File: src/rtl/pulse_event_counter_pkg.sv
// pulse_evt_pkg: shared types and default sizing for pulse_event_counter.
//   pulse_evt_state_e : FSM state encoding {IDLE, COUNT}
//   PULSE_EVT_CNT_W   : default event counter / result width
//   PULSE_EVT_WINDOW  : default window length in clk_slow cycles
package pulse_evt_pkg;

  typedef enum logic {
    IDLE  = 1'b0,
    COUNT = 1'b1
  } pulse_evt_state_e;

  localparam int PULSE_EVT_CNT_W  = 8;
  localparam int PULSE_EVT_WINDOW = 16;

endpackage

File: src/rtl/pulse_event_counter_if.sv
// pulse_event_counter_if: result handshake of pulse_event_counter.
//   cnt_data  : window event count (saturated)
//   cnt_ovf   : count saturated in this window
//   cnt_valid : result available
//   cnt_ready : consumer accepts the result
//   dropped   : one-cycle pulse when a window result is discarded
// Modports: master (counter side), slave (consumer side).
interface pulse_event_counter_if
  import pulse_evt_pkg::*;
#(
  parameter int CNT_W = PULSE_EVT_CNT_W
);
  logic [CNT_W-1:0] cnt_data;
  logic             cnt_ovf;
  logic             cnt_valid;
  logic             cnt_ready;
  logic             dropped;

  modport master (output cnt_data, cnt_ovf, cnt_valid, dropped, input cnt_ready);
  modport slave  (input cnt_data, cnt_ovf, cnt_valid, dropped, output cnt_ready);
endinterface

File: src/rtl/pulse_event_counter_edge.sv
// pulse_evt_edge: rising-edge detector for the pulse stream.
//   clk_slow : clock
//   rst_n    : async active-low reset
//   data_in  : pulse stream
//   rise     : high for one cycle on each 0->1 transition of the input
// Optional feature macro PULSE_EVT_SYNC_EN: inserts a 2-flop synchroniser
// (reset 0) ahead of the edge detector, adding 2 cycles of latency.
module pulse_evt_edge
  import pulse_evt_pkg::*;
(
  input  logic clk_slow,
  input  logic rst_n,
  input  logic data_in,
  output logic rise
);

  logic w_din;
  logic r_data_d;

`ifdef PULSE_EVT_SYNC_EN
  logic [1:0] r_sync;

  always_ff @(posedge clk_slow or negedge rst_n) begin
    if (!rst_n) r_sync <= '0;
    else        r_sync <= {r_sync[0], data_in};
  end

  assign w_din = r_sync[1];
`else
  assign w_din = data_in;
`endif

  // Delayed copy runs every cycle regardless of FSM state, so a level
  // already high when a window opens does not count as a new edge.
  always_ff @(posedge clk_slow or negedge rst_n) begin
    if (!rst_n) r_data_d <= 1'b0;
    else        r_data_d <= w_din;
  end

  assign rise = w_din & ~r_data_d;

endmodule

File: src/rtl/pulse_event_counter.sv
// pulse_event_counter: counts rising edges of data_in over fixed windows of
// WINDOW clk_slow cycles and offers each saturated count on a valid/ready
// slot. A window result arriving while the slot is still occupied (and not
// being accepted that cycle) is discarded and flagged by a dropped pulse.
//   clk_slow : clock
//   rst_n    : async active-low reset
//   enable   : run windows while high; low discards the partial window
//   data_in  : pulse stream (clk_slow-synchronous unless PULSE_EVT_SYNC_EN)
//   res      : result handshake (cnt_data, cnt_ovf, cnt_valid, cnt_ready, dropped)
// Optional feature macro PULSE_EVT_SYNC_EN (see pulse_evt_edge).
module pulse_event_counter
  import pulse_evt_pkg::*;
#(
  parameter int CNT_W  = PULSE_EVT_CNT_W,
  parameter int WINDOW = PULSE_EVT_WINDOW
)(
  input  logic                  clk_slow,
  input  logic                  rst_n,
  input  logic                  enable,
  input  logic                  data_in,
  pulse_event_counter_if.master res
);

  localparam int WIN_W = $clog2(WINDOW);
  localparam logic [WIN_W-1:0] LAST = WIN_W'(WINDOW - 1);

  if (CNT_W < 1 || WINDOW < 2) begin : g_param_chk
    $error("pulse_event_counter: CNT_W must be >=1 and WINDOW >=2");
  end

  pulse_evt_state_e r_state;
  logic [WIN_W-1:0] r_win_cnt;
  logic [CNT_W-1:0] r_evt_cnt;
  logic             r_ovf_acc;
  logic [CNT_W-1:0] r_cnt_data;
  logic             r_cnt_ovf;
  logic             r_cnt_valid;
  logic             r_dropped;

  logic             w_rise;
  logic             w_at_max;
  logic             w_last;
  logic [CNT_W-1:0] w_evt_fin;
  logic             w_ovf_fin;
  logic             w_accept;
  logic             w_win_end;

  pulse_evt_edge u_edge (
    .clk_slow (clk_slow),
    .rst_n    (rst_n),
    .data_in  (data_in),
    .rise     (w_rise)
  );

  // Count including this cycle's edge; used both for the running count and
  // as the final value on the window's last cycle.
  assign w_at_max  = &r_evt_cnt;
  assign w_last    = (r_win_cnt == LAST);
  assign w_evt_fin = r_evt_cnt + CNT_W'(w_rise & ~w_at_max);
  assign w_ovf_fin = r_ovf_acc | (w_rise & w_at_max);
  assign w_accept  = r_cnt_valid & res.cnt_ready;
  // A window only completes if enable is still high on its last cycle.
  assign w_win_end = (r_state == COUNT) & enable & w_last;

  always_ff @(posedge clk_slow or negedge rst_n) begin
    if (!rst_n) begin
      r_state     <= IDLE;
      r_win_cnt   <= '0;
      r_evt_cnt   <= '0;
      r_ovf_acc   <= 1'b0;
      r_cnt_data  <= '0;
      r_cnt_ovf   <= 1'b0;
      r_cnt_valid <= 1'b0;
      r_dropped   <= 1'b0;
    end else begin
      r_dropped <= 1'b0;

      // Output slot: runs independently of the FSM so a pending result
      // survives an enable drop. Load wins over accept, giving back-to-back
      // results with no bubble.
      if (w_win_end) begin
        if (!r_cnt_valid || w_accept) begin
          r_cnt_data  <= w_evt_fin;
          r_cnt_ovf   <= w_ovf_fin;
          r_cnt_valid <= 1'b1;
        end else begin
          r_dropped   <= 1'b1;
        end
      end else if (w_accept) begin
        r_cnt_valid <= 1'b0;
      end

      case (r_state)
        IDLE: begin
          if (enable) begin
            r_state   <= COUNT;
            r_win_cnt <= '0;
            r_evt_cnt <= '0;
            r_ovf_acc <= 1'b0;
          end
        end
        COUNT: begin
          if (!enable) begin
            r_state   <= IDLE;
            r_win_cnt <= '0;
            r_evt_cnt <= '0;
            r_ovf_acc <= 1'b0;
          end else if (w_last) begin
            r_win_cnt <= '0;
            r_evt_cnt <= '0;
            r_ovf_acc <= 1'b0;
          end else begin
            r_win_cnt <= r_win_cnt + WIN_W'(1);
            r_evt_cnt <= w_evt_fin;
            r_ovf_acc <= w_ovf_fin;
          end
        end
        default: r_state <= IDLE;
      endcase
    end
  end

  assign res.cnt_data  = r_cnt_data;
  assign res.cnt_ovf   = r_cnt_ovf;
  assign res.cnt_valid = r_cnt_valid;
  assign res.dropped   = r_dropped;

endmodule

File: src/flat_wrapper.sv
// flat-port wrapper written by rule: the top's interface ports become plain ports
module pulse_event_counter_flat import pulse_evt_pkg::*;
#(
  parameter int CNT_W  = PULSE_EVT_CNT_W,
  parameter int WINDOW = PULSE_EVT_WINDOW
)
  (clk_slow, rst_n, enable, data_in, res_cnt_data, res_cnt_ovf, res_cnt_valid, res_dropped, res_cnt_ready);
  pulse_event_counter_if #(.CNT_W(CNT_W)) res_i ();
  input  logic clk_slow;
  input  logic rst_n;
  input  logic enable;
  input  logic data_in;
  output wire logic [$bits(res_i.cnt_data)-1:0] res_cnt_data;
  output wire logic [$bits(res_i.cnt_ovf)-1:0] res_cnt_ovf;
  output wire logic [$bits(res_i.cnt_valid)-1:0] res_cnt_valid;
  output wire logic [$bits(res_i.dropped)-1:0] res_dropped;
  input wire logic [$bits(res_i.cnt_ready)-1:0] res_cnt_ready;
  assign res_cnt_data = res_i.cnt_data;
  assign res_cnt_ovf = res_i.cnt_ovf;
  assign res_cnt_valid = res_i.cnt_valid;
  assign res_dropped = res_i.dropped;
  assign res_i.cnt_ready = res_cnt_ready;
  pulse_event_counter #(.CNT_W(CNT_W), .WINDOW(WINDOW)) u_core (.clk_slow(clk_slow), .rst_n(rst_n), .enable(enable), .data_in(data_in), .res(res_i));
endmodule
File: config.mk
export PLATFORM = sky130hd
export DESIGN_NAME = pulse_event_counter_flat
export DESIGN_NICKNAME = d
export VERILOG_FILES = /design/src/rtl/pulse_event_counter_pkg.sv /design/src/rtl/pulse_event_counter_if.sv /design/src/rtl/pulse_event_counter_edge.sv /design/src/rtl/pulse_event_counter.sv /design/src/flat_wrapper.sv
export SDC_FILE = /design/constraint.sdc
export NUM_CORES = 1
export LEC_CHECK = 0
export CAP_MARGIN = 10
export CELL_PAD_IN_SITES_DETAIL_PLACEMENT = 1
export CELL_PAD_IN_SITES_GLOBAL_PLACEMENT = 1
export CORE_MARGIN = 4
export CORE_UTILIZATION = 46
export CTS_CLUSTER_DIAMETER = 100
export CTS_CLUSTER_SIZE = 8
export DETAILED_ROUTE_END_ITERATION = 6
export PLACE_DENSITY_LB_ADDON = 0.1
export SLEW_MARGIN = 20
export SYNTH_ARGS = -nofsm -noshare
export SYNTH_HDL_FRONTEND = slang
export SYNTH_HIERARCHICAL = 1
export SYNTH_SLANG_ARGS = --single-unit
export TNS_END_PERCENT = 50
File: constraint.sdc
create_clock -name clk_slow -period 4.39 [get_ports clk_slow]
set_input_delay 0.6585 -clock clk_slow [delete_from_list [all_inputs] [get_ports clk_slow]]
set_output_delay 0.6585 -clock clk_slow [all_outputs]
set_load 0.05 [all_outputs]
# == Yosys cells after proc, flatten, opt, wreduce, memory -nomap -nowiden ==
# Index checks and enable logic that the tools add are counted.
# totals
ff_bits,26
inputBits,5
out_inout_bits,11
# classes
addsub,2
n_eq_ne,3
n_mux,18
bitwise,10
n_reduce_logical,6
# ops
operator,n
8-bit 2-to-1 mux,3
8-bit one-hot mux with 2 select lines,1
4-bit 2-to-1 mux,3
1-bit 2-to-1 mux,9
8-bit adder,1
1-bit by 8-bit AND with 8-bit output,1
1-bit inverter with 8-bit output,1
4-bit one-hot mux with 2 select lines,1
8-bit AND reduction,1
1-bit AND,5
"4-bit by 1-bit adder with 4-bit output, second input constant",1
"4-bit equality test, second input constant",1
"2-bit inequality test, second input constant",2
2-bit AND reduction,2
1-bit inverter,2
1-bit one-hot mux with 2 select lines,1
2-bit nonzero test,1
1-bit logical NOT,1
1-bit logical OR,1
1-bit bitwise OR,1

# == Depth between registers and ports, before layout ==
# Gate-level depths: netlist of run 1.
# depth
word_depth,7
depth_mapped,7

# == Modules after synthesis ==
# Netlist of run 1, hierarchy kept.
# modules_own_cells
mod,n_inst,cells_each,area_each_um2,seq_area_each_um2
pulse_event_counter,1,121,1267.5,625.6
pulse_evt_edge,1,2,38.8,25.0

# == Worst setup path before layout of run 1 ==
# OpenSTA, ideal clock, no wires.
# synth_path
path_kind,input-to-reg
from,input port data_in
to,register u_core.r_evt_cnt[5]
setup_time_ns,0.083
t_arrival_ns,1.956
required_ns,4.307
setup_slack_ns,2.351
path_stages,6
path_buffers,0
cell_sequence,nor2b_4 > a21boi_0 > ha_1 > nand2_1 > or4_1 > o22ai_1
# synth_via
elab_chain_len,6
# synth_rtl
item,line_no,rtl
start: declaration,flat_wrapper.sv:12,input logic data_in;
1-bit AND,pulse_event_counter_edge.sv:40,assign rise = w_din & ~r_data_d;
1-bit by 8-bit AND with 8-bit output,pulse_event_counter.sv:59,assign w_evt_fin = r_evt_cnt + CNT_W'(w_rise & ~w_at_max);
8-bit adder,pulse_event_counter.sv:59,
8-bit 2-to-1 mux,pulse_event_counter.sv:108,end else if (w_last) begin
8-bit 2-to-1 mux,pulse_event_counter.sv:103,if (!enable) begin
8-bit one-hot mux with 2 select lines,pulse_event_counter.sv:93,case (r_state)
end signal: assignment,pulse_event_counter.sv:114,r_evt_cnt <= w_evt_fin;
end: declaration,pulse_event_counter.sv:33,logic [CNT_W-1:0] r_evt_cnt;
# Every way passes these cells.
# A chain may end at the register's enable or synchronous reset.

# == Worst setup path after layout of run 1 ==
# layout_path
from,input port data_in
to,register u_core.r_evt_cnt[5]
# layout_via
elab_chain_len,6
# layout_rtl
item,line_no,rtl
1-bit AND,pulse_event_counter_edge.sv:40,
via u_core.w_rise,pulse_event_counter.sv:40,logic w_rise;
1-bit by 8-bit AND with 8-bit output,pulse_event_counter.sv:59,
8-bit adder,pulse_event_counter.sv:59,
8-bit 2-to-1 mux,pulse_event_counter.sv:108,
8-bit 2-to-1 mux,pulse_event_counter.sv:103,
8-bit one-hot mux with 2 select lines,pulse_event_counter.sv:93,
# The timed path passes the listed nets, and every way through them passes these cells.

==> metrics, run 1 <==
wire length of the first global-routing pass=about 5000 um; height of the chip=slightly above 60 um; Total Die Area=about 0.0038 mm^2; number of buffer cells added on primary ports=15; total of endpoints with negative setup slack in the final report=0; Avg Inst Size Synth=10.6 um^2; relative slew slack=0.497; Arrival @ worst endpoint=~2.6 ns; net switching share of the total power=0.251; leading register cell type out of synthesis=sky130_fd_sc_hd__dfrtp_1; HPWL after detailed placement=approximately 2100 um; number of detailed-routing iterations run before antenna repair=4; Post-CTS Setup Bufs=0; number of top-level pins=16; Final Hold Fails=0; share of post-route cells with drive strength above 1=0.103; Hold Crit Class=reg -> reg; Iter 0 DRT Violations=25; synth top area cells=sky130_fd_sc_hd__dfrtp_1 (50%), sky130_fd_sc_hd__a31oi_1 (8.1%), sky130_fd_sc_hd__nand2_1 (3.2%); Global Route Usage Sum=0.186; mapped cell area=0.00131 mm^2; Post-CTS Hold Fix Bufs=0; largest driver fanout on the critical path=6; core area=0.00273 mm^2; Critical Setup Path Class=in -> reg; instance count of the mapped netlist=123; P per Cell Area=between 200 and 300 mW/mm^2; post-route DRC violation count=0; pin count of the biggest net entering global routing=19; final cycle utilization of the critical path=0.542; synthesized-area fraction occupied by and/or/nand/nor cells=0.174; clock sink count=26; via count=1037; area growth from synthesis to final layout=13.7%; net count of the finished layout=around 150; achievable clock frequency=about 0.42 GHz; floorplan die width=61.3 um; P_sw=105 uW; cell type with the largest total area after synthesis=sky130_fd_sc_hd__dfrtp_1; largest family of logic cells by synthesized area=compound AO/OA/AOI/OAI gates; initial antenna violation count=0; number of max-slew violations in the final report=0; number of global-route vias before repair=1038; count of yosys warnings during synthesis=6; portion of netlist area occupied by mux cells=0.0259; share of synthesized area occupied by flip-flops and latches=0.498; wirelength, routed=between 2000 and 3000 um; Gates resized, CTS repair=0; post-DR wirelength/cell=17.7 um; startpoint types=primary input; Syn Nets=131; clock period minus worst slack=2.38 ns; number of synthesized flops with an enable pin=0; Reg power frac=0.621; H-Tree Level Count=1; compound-gate portion of the synthesized area=0.191; Final ANT Viol Nets=0; most common cell in the netlist=sky130_fd_sc_hd__dfrtp_1; ant diodes=0; Rows=19; total negative slack=0 ns; outcome=completed; Async S/R FF share, synth=1.00; setup repair after global routing missed its margin=false; global route total overflow=0; final weighted congestion in routability-driven placement=about 0.81; worst vdd rail ir drop=159 uV; required time of the critical path=between 4 and 5 ns; count of filler cells inserted in the layout=303; total of flip-flops plus latches after synthesis=26; combinational share of power=0.085; worst skew pair latency=0.32 ns; starting density of the core=0.478; maximum clock path buffer count=2; transition at the pin with the smallest max-transition slack=~0.75 ns; clock tree from TritonCTS=yes; max cap viols=0; leading cell types by count after synthesis=sky130_fd_sc_hd__dfrtp_1 (26), sky130_fd_sc_hd__a31oi_1 (17), sky130_fd_sc_hd__nand2_1 (11); clock network fraction of total power=0.294; leakage power of the design=between 0.6 and 0.7 nW; Root Driver=sky130_fd_sc_hd__clkbuf_4; Hold WS=0.538 ns; adder-cell share of the synthesized area=0.0287; setup clock skew after layout=0.00348 ns; critical path endpoint category=register; CTS buffer count=3; vias per cell=6.21; fraction of synthesized cell area taken by the top area cell type=0.498; internal power=313 uW; Distinct cells, synth=36; clock transition at the registers of the reported paths=0.14 ns; xor/xnor cell area share of the yosys netlist=0.0268
## routing by layer
layer | wire length [um] | global-route usage | vias up
li1 | - | - | 492
met3 | 81 | 0.0273 | 5
met4 | 46 | 0.0743 | 0
met2 | 1430 | 0.295 | 13
met5 | 0 | 0 | -
met1 | 1390 | 0.256 | 527
## area by class of cell
cell class | count | area, um^2 | share of cell area
well taps | 31 | 38.8 | 0.0261
multi-input cells | 86 | 583 | 0.393
flip-flops and latches | 26 | 651 | 0.438
repair buffers | 17 | 165 | 0.111
inverters | 3 | 11.3 | 0.00758
clock buffers | 4 | 36.3 | 0.0244
## state kept, by name, indices dropped and copies added, names as in the netlist
register	count
u_core/r_evt_cnt	8
u_core/r_ovf_acc	1
u_core/r_state	1
u_core/r_win_cnt	4
u_core/res.cnt_data	8
u_core/res.cnt_ovf	1
u_core/res.cnt_valid	1
u_core/res.dropped	1
u_core/u_edge/r_data_d	1
## logic make-up (layout without fill, tap and decap cells)
logic type,count (synthesis),count (layout)
flops,26,26
fa+ha+maj,3,3
mux,3,3
buf+inv,11,24
compound gates,39,39
xor+xnor,4,4
simple gates,37,37
## worst max-delay path, stage by stage
cell	delay, ns
sky130_fd_sc_hd__clkdlybuf4s50_1	0.49
sky130_fd_sc_hd__nor2b_4	0.15
sky130_fd_sc_hd__a21boi_0	0.27
sky130_fd_sc_hd__ha_1	0.32
sky130_fd_sc_hd__nand2_1	0.13
sky130_fd_sc_hd__or4_1	0.48
sky130_fd_sc_hd__o22ai_1	0.13
## stage by stage
| stage | utilization | cells | setup slack (ns) | power, mW | cell area (um^2) |
|---|---|---|---|---|---|
| 5_1_grt | 0.543 | 167 | 1.91 | 0.438 | 1490 |
| 4_1_cts | 0.543 | 167 | 2.03 | 0.423 | 1490 |
| 6_report | 0.543 | 167 | 2.01 | 0.418 | 1490 |
| 3_3_place_gp | 0.530 | 163 | 1.76 | 0.298 | 1450 |
| 2_1_floorplan | - | 123 | 2.35 | 0.289 | 1310 |
| 3_5_place_dp | 0.530 | 163 | 1.69 | 0.299 | 1450 |
## power by group through the flow
stage | logic [mW] | clock network (mW) | registers, mW
floorplan | 0.0331 | 0 | 0.255
global placement | 0.0348 | 0 | 0.263
detailed placement | 0.0360 | 0 | 0.263
CTS | 0.0363 | 0.128 | 0.259
global route | 0.0406 | 0.136 | 0.261
finish | 0.0356 | 0.123 | 0.259
## layout by cell type (no fill, tap or decap), types with 2 or more instances in the layout
cell type	netlist	layout
sky130_fd_sc_hd__a21oi_1	4	4
sky130_fd_sc_hd__a31oi_1	17	17
sky130_fd_sc_hd__buf_4	2	2
sky130_fd_sc_hd__clkbuf_4	0	3
sky130_fd_sc_hd__clkdlybuf4s50_1	0	15
sky130_fd_sc_hd__dfrtp_1	26	26
sky130_fd_sc_hd__ha_1	3	3
sky130_fd_sc_hd__inv_1	3	3
sky130_fd_sc_hd__mux2_2	3	3
sky130_fd_sc_hd__nand2_1	11	11
sky130_fd_sc_hd__nand2b_1	2	2
sky130_fd_sc_hd__nand3_1	6	6
sky130_fd_sc_hd__nor2_1	2	2
sky130_fd_sc_hd__o21ai_0	7	7
sky130_fd_sc_hd__o22ai_1	3	3
sky130_fd_sc_hd__o31ai_1	2	2
sky130_fd_sc_hd__or3_1	5	5
sky130_fd_sc_hd__or4_1	2	2
sky130_fd_sc_hd__xnor2_1	2	2
sky130_fd_sc_hd__xor2_1	2	2
## path summary, 6_finish.rpt
kind	slack (ns)	startpoint	to	cells after the start
worst max-delay path	2.01	data_in	u_core/r_evt_cnt[5]	7
worst min-delay path	0.54	u_core/res.cnt_data[1]	u_core/res.cnt_data[1]	1
worst max register to register	2.21	u_core/r_evt_cnt[2]	u_core/r_evt_cnt[5]	6
worst min register to register	0.54	u_core/res.cnt_data[1]	u_core/res.cnt_data[1]	1
max in group asynchronous	3.15	rst_n	u_core/res.cnt_data[3]	2
min in group asynchronous	0.64	rst_n	u_core/r_state	1
(Power assumes the default switching activity.)
==> run 2: changes to the inputs <==
--- a/config.mk
+++ b/config.mk
@@ -9,7 +9,7 @@
 export CELL_PAD_IN_SITES_DETAIL_PLACEMENT = 1
 export CELL_PAD_IN_SITES_GLOBAL_PLACEMENT = 1
 export CORE_MARGIN = 4
-export CORE_UTILIZATION = 46
+export CORE_UTILIZATION = 42
 export CTS_CLUSTER_DIAMETER = 100
 export CTS_CLUSTER_SIZE = 8
 export DETAILED_ROUTE_END_ITERATION = 6
==> constraint.sdc (replaced) <==
create_clock -name clk_slow -period 2.4 [get_ports clk_slow]
set_input_delay 0.36 -clock clk_slow [delete_from_list [all_inputs] [get_ports clk_slow]]
set_output_delay 0.36 -clock clk_slow [all_outputs]
set_load 0.05 [all_outputs]
==> run 2 against run 1 <==
  * Non-clock buffer count grew 4
  * Count of clock-buffer cells in the layout is the same
  * Setup slack lost 1.8 ns
  * Worst hold slack lost 0.16 ns
  * Die area grew 8.3%
  * Global-route usage shrank 1.9 points
  * Clock power grew 88%
  * Sequential power grew 83%
  * Final cell count grew 2.4%
  * Clock skew grew 0.0056 ns
  * Sequential share of layout area shrank 0.87 points
  * Sequential cell count is the same
  * Critical endpoint unchanged
==> metrics, run 2 (synthesis results as in run 1) <==
number of top-level pins=16 (unchanged); post-DR wirelength/cell=18.0 um (was 17.7 um); Gates resized, CTS repair=0 (unchanged); Post-CTS Setup Bufs=0 (unchanged); ant diodes=0 (unchanged); worst slack, placed=-0.0542 ns (was 1.69 ns); setup repair after global routing missed its margin=false (unchanged); share of post-route cells with drive strength above 1=0.129 (was 0.103); transition at the pin with the smallest max-transition slack=0.506 ns (was 0.751 ns); post-route DRC violation count=0 (unchanged); worst skew pair latency=0.32 ns (about the same); number of max-slew violations in the final report=0 (unchanged); relative slew slack=0.661 (was 0.497); Rows=19 (unchanged); maximum clock path buffer count=2 (unchanged); Iter 0 DRT Violations=39 (was 25); Post-CTS Hold Fix Bufs=0 (unchanged); most common cell after layout, fill and taps aside=sky130_fd_sc_hd__dfrtp_1 (unchanged); initial antenna violation count=0 (unchanged); Hold Crit Class=in -> async (was reg -> reg); wire length on met1=1530 um (was 1390 um); total negative slack=0 ns (unchanged); clock transition at the registers of the reported paths=0.15 ns (was 0.14 ns); number of buffer cells added on primary ports=15 (unchanged); routed wire length on met2=1460 um (was 1430 um); final cycle utilization of the critical path=0.922; final weighted congestion in routability-driven placement=0.775 (was 0.806); core area=0.00285 mm^2 (was 0.00273 mm^2); clock tree from TritonCTS=yes (unchanged); critical path endpoint category=register (unchanged); pin count of the biggest net entering global routing=27 (was 19); wirelength, routed=3090 um (was 2950 um); global route total overflow=0 (unchanged); Arrival @ worst endpoint=2.47 ns (was 2.63 ns); HPWL after detailed placement=2130 um (was 2150 um); Critical Setup Path Class=reg -> reg (was in -> reg); area growth from synthesis to final layout=16.0% (was 13.7%); P per Cell Area=511 mW/mm^2 (was 281 mW/mm^2); floorplan die width=63.8 um (was 61.3 um); starting density of the core=0.458 (was 0.478); Global Route Usage Sum=0.167 (was 0.186); clock sink count=26 (unchanged); Final Hold Fails=0 (unchanged); Total Die Area=0.00407 mm^2 (was 0.00376 mm^2); most used cells in the layout excluding fill and tap cells=sky130_fd_sc_hd__dfrtp_1 (26), sky130_fd_sc_hd__a31oi_1 (17), sky130_fd_sc_hd__clkdlybuf4s50_1 (15), sky130_fd_sc_hd__nand2_1 (11), sky130_fd_sc_hd__o21ai_0 (7) (unchanged); clock period minus worst slack=2.21 ns; wire length of the first global-routing pass=5380 um (was 5130 um); max cap viols=0 (unchanged); largest driver fanout on the critical path=10 (was 6); Root Driver=sky130_fd_sc_hd__clkbuf_4 (unchanged); outcome=completed (unchanged); number of global-route vias before repair=1061 (was 1038); required time of the critical path=2.66 ns (was 4.65 ns); net count of the finished layout=149 (was 145); setup clock skew after layout=0.00907 ns (was 0.00348 ns); total of endpoints with negative setup slack in the final report=0 (unchanged); fin worst setup slack=0.187 ns (was 2.01 ns); wire length on met3=84 um (was 81 um); Final ANT Viol Nets=0 (unchanged); leakage power of the design=0.648 nW (was 0.628 nW); achievable clock frequency=about 0.45 GHz; CTS buffer count=3 (unchanged); via count=1035 (was 1037); startpoint types=register (was primary input); highest metal used=met4 (unchanged); number of detailed-routing iterations run before antenna repair=4 (unchanged); worst vdd rail ir drop=279 uV (was 159 uV); vias per cell=6.05 (was 6.21); H-Tree Level Count=1 (unchanged); height of the chip=63.8 um (was 61.3 um)
[run 2: cell count changes in the layout (fill, tap and decap cells not counted), sizes merged]
cell and delta:
buf +4
[run 2: worst paths after layout]
path	from	end	slack, ns	depth (start not counted)
min reg2reg	u_core/res.cnt_data[0]	u_core/res.cnt_data[0]	0.53	1
min in group clk_slow	data_in	u_core/u_edge/r_data_d	0.50	1
max in group asynchronous	rst_n	u_core/r_evt_cnt[3]	1.75	2
max reg2reg	u_core/r_evt_cnt[1]	u_core/r_evt_cnt[5]	0.19	6
min	rst_n	u_core/r_state	0.38	2
max	u_core/r_evt_cnt[1]	u_core/r_evt_cnt[5]	0.19	6
[run 2: power by group]
| group | leakage [nW] | internal [mW] | switching [mW] | total (mW) |
|---|---|---|---|---|
| Clock | 0.0210 | 0.0928 | 0.138 | 0.231 |
| Combinational | 0.271 | 0.0310 | 0.0396 | 0.0706 |
| Sequential | 0.356 | 0.451 | 0.0218 | 0.473 |
[run 2: metal layers]
| metal | vias up | track usage |
|---|---|---|
| met5 | - | 0 |
| met4 | 0 | 0.0485 |
| met3 | 2 | 0.0298 |
| met2 | 14 | 0.261 |
| met1 | 519 | 0.239 |
| li1 | 500 | - |
[run 2: per-stage QoR]
stage | hold slack, ns | utilization | instance area, um^2 | cells | power [mW]
floorplan | 0.0644 | - | 1310 | 123 | 0.528
global placement | 0.489 | 0.518 | 1480 | 167 | 0.548
detailed placement | 0.500 | 0.518 | 1480 | 167 | 0.551
CTS | 0.393 | 0.531 | 1520 | 171 | 0.779
global route | 0.394 | 0.531 | 1520 | 171 | 0.815
finish | 0.380 | 0.531 | 1520 | 171 | 0.774
[run 2: final cells by class]
class,count,area (um^2)
Timing Repair Buffer,21,195
Multi-Input combinational cell,86,583
Inverter,3,11.3
Clock buffer,4,36.3
Tap cell,31,38.8
Fill cell,321,1340
Sequential cell,26,651
[run 2: critical path, cell delays in order, from the launching register on]
cell and delay (ns):
sky130_fd_sc_hd__dfrtp_1 0.53, sky130_fd_sc_hd__and4_1 0.26, sky130_fd_sc_hd__a21boi_0 0.26, sky130_fd_sc_hd__ha_1 0.33, sky130_fd_sc_hd__nand2_1 0.13, sky130_fd_sc_hd__or4_1 0.50, sky130_fd_sc_hd__o22ai_1 0.13
==> run 3: changes to the inputs <==
--- a/config.mk
+++ b/config.mk
@@ -8,7 +8,7 @@
 export CAP_MARGIN = 10
 export CELL_PAD_IN_SITES_DETAIL_PLACEMENT = 1
 export CELL_PAD_IN_SITES_GLOBAL_PLACEMENT = 1
-export CORE_MARGIN = 4
+export CORE_MARGIN = 1.5
 export CORE_UTILIZATION = 42
 export CTS_CLUSTER_DIAMETER = 100
 export CTS_CLUSTER_SIZE = 8
==> run 3 against run 2 <==
  * Count of clock-buffer cells in the layout did not move
  * Clock skew fell by 0.0020 ns
  * Largest cell class unchanged
  * Clock power rose by 2%
  * Critical path type unchanged
==> metrics, run 3 (synthesis results as in run 1) <==
vias per cell=6.10 (was 6.05); achievable clock frequency=0.476 GHz (was 0.452 GHz); number of buffer cells added on primary ports=15 (unchanged); clock transition at the registers of the reported paths=0.15 ns (about the same); most common cell after layout, fill and taps aside=sky130_fd_sc_hd__dfrtp_1 (unchanged); Gates resized, CTS repair=0 (unchanged); clock tree from TritonCTS=yes (unchanged); initial antenna violation count=0 (unchanged); Post-CTS Hold Fix Bufs=0 (unchanged); H-Tree Level Count=1 (unchanged); setup clock skew after layout=0.00712 ns (was 0.00907 ns); Critical Setup Path Class=reg -> reg (unchanged); worst vdd rail ir drop=229 uV (was 279 uV); clock sink count=26 (unchanged); list of cells traversed by the critical path=and4_2 -> a21boi_0 -> ha_1 -> nand2_1 -> or4_1 -> o22ai_1 (was and4_1 -> a21boi_0 -> ha_1 -> nand2_1 -> or4_1 -> o22ai_1); slowest stage cell, crit path=sky130_fd_sc_hd__dfrtp_1 (unchanged); maximum clock path buffer count=2 (unchanged); area growth from synthesis to final layout=17.9% (was 16.0%); clock period minus worst slack=2.10 ns (was 2.21 ns); outcome=completed (unchanged); Rows=20 (was 19); post-DR wirelength/cell=17.9 um (was 18.0 um); Root Driver=sky130_fd_sc_hd__clkbuf_4 (unchanged); transition at the pin with the smallest max-transition slack=0.533 ns (was 0.506 ns); final weighted congestion in routability-driven placement=0.781 (was 0.775); wire length of the first global-routing pass=5280 um (was 5380 um); number of max-slew violations in the final report=0 (unchanged); P per Cell Area=511 mW/mm^2 (about the same); number of cells on the worst reg-to-reg path=6 (unchanged); number of detailed-routing iterations run before antenna repair=4 (unchanged); cell class contributing the biggest share of worst-path delay=simple AND/OR/NAND/NOR gates (unchanged); Final Hold Fails=0 (unchanged); post-route DRC violation count=0 (unchanged); HPWL after detailed placement=2220 um (was 2130 um); final cycle utilization of the critical path=0.876 (was 0.922); Post-CTS Setup Bufs=0 (unchanged); total of endpoints with negative setup slack in the final report=0 (unchanged); utilization after layout=0.513 (was 0.531); share of post-route cells with drive strength above 1=0.147 (was 0.129); critical path endpoint category=register (unchanged); worst skew pair latency=0.34 ns (was 0.32 ns); Final ANT Viol Nets=0 (unchanged); CTS buffer count=3 (unchanged); Iter 0 DRT Violations=27 (was 39); max cap viols=0 (unchanged); slack of the worst reg-to-reg path=0.30 ns (was 0.19 ns); net count of the finished layout=152 (was 149); Hold Crit Class=in -> async (unchanged); Arrival @ worst endpoint=2.38 ns (was 2.47 ns); startpoint types=register (unchanged); total negative slack=0 ns (unchanged); pin count of the biggest net entering global routing=27 (unchanged); startpoint of the worst-slack reg-to-reg timing path=u_core/r_evt_cnt[3] (was u_core/r_evt_cnt[1]); number of global-route vias before repair=1116 (was 1061); Buf+Inv Stages, Crit Path=0 (unchanged); ant diodes=0 (unchanged); core area=0.00300 mm^2 (was 0.00285 mm^2); Total Die Area=0.00345 mm^2 (was 0.00407 mm^2); global route total overflow=0 (unchanged); relative slew slack=0.644 (was 0.661); starting density of the core=0.435 (was 0.458); capturing point of the worst reg2reg path=u_core/r_evt_cnt[5] (unchanged); largest driver fanout on the critical path=6 (was 10); wirelength, routed=3140 um (was 3090 um); peak per-stage delay on the critical path=0.50 ns (was 0.53 ns); setup repair after global routing missed its margin=false (unchanged); number of top-level pins=16 (unchanged); required time of the critical path=2.67 ns (was 2.66 ns); floorplan die width=58.8 um (was 63.8 um); height of the chip=58.8 um (was 63.8 um); leakage power of the design=0.664 nW (was 0.648 nW); via count=1073 (was 1035); most used cells in the layout excluding fill and tap cells=sky130_fd_sc_hd__dfrtp_1 (26), sky130_fd_sc_hd__a31oi_1 (17), sky130_fd_sc_hd__clkdlybuf4s50_1 (15), sky130_fd_sc_hd__nand2_1 (11), sky130_fd_sc_hd__buf_4 (9) (was sky130_fd_sc_hd__dfrtp_1 (26), sky130_fd_sc_hd__a31oi_1 (17), sky130_fd_sc_hd__clkdlybuf4s50_1 (15), sky130_fd_sc_hd__nand2_1 (11), sky130_fd_sc_hd__o21ai_0 (7)); Global Route Usage Sum=0.205 (was 0.167)
[run 3: stage by stage]
step | power (mW) | setup slack (ns) | instance area, um^2 | cells | hold slack (ns)
after floorplan | 0.528 | 0.452 | 1310 | 123 | 0.0644
after global placement | 0.556 | 0.141 | 1500 | 172 | 0.493
after detailed placement | 0.559 | 0.0459 | 1500 | 172 | 0.499
after CTS | 0.791 | 0.299 | 1540 | 176 | 0.388
after global routing | 0.820 | 0.128 | 1540 | 176 | 0.382
final | 0.786 | 0.297 | 1540 | 176 | 0.375
[run 3: metal layers]
layer  share of wire  track usage  vias up
li1                -            -      506
met1            0.46        0.255      538
met2            0.49        0.356       21
met3           0.022       0.0330        8
met4           0.019       0.0779        0
met5               0            0        -
[run 3: report_power, final]
group	total [mW]	internal (mW)	switching, mW
Clock	0.235	0.0931	0.142
Combinational	0.0892	0.0369	0.0523
Sequential	0.462	0.451	0.0110
[run 3: worst max path at each step]
stage                             start  depth (start not counted)                  end  slack [ns]
finish              u_core/r_evt_cnt[3]                          6  u_core/r_evt_cnt[5]        0.30
global route        u_core/r_evt_cnt[3]                          6  u_core/r_evt_cnt[5]        0.13
CTS                 u_core/r_evt_cnt[3]                          6  u_core/r_evt_cnt[5]        0.30
detailed placement              data_in                          7  u_core/r_evt_cnt[5]        0.05
global placement                data_in                          7  u_core/r_evt_cnt[5]        0.14
floorplan           u_core/r_evt_cnt[2]                          7  u_core/r_evt_cnt[5]        0.45
[run 3: final cells by class]
| type | count | area [um^2] |
|---|---|---|
| fillers | 362 | 1460 |
| flip-flops and latches | 26 | 651 |
| multi-input cells | 86 | 583 |
| repair buffers | 24 | 218 |
| well taps | 33 | 41.3 |
| clock buffers | 4 | 36.3 |
| inverters | 3 | 11.3 |
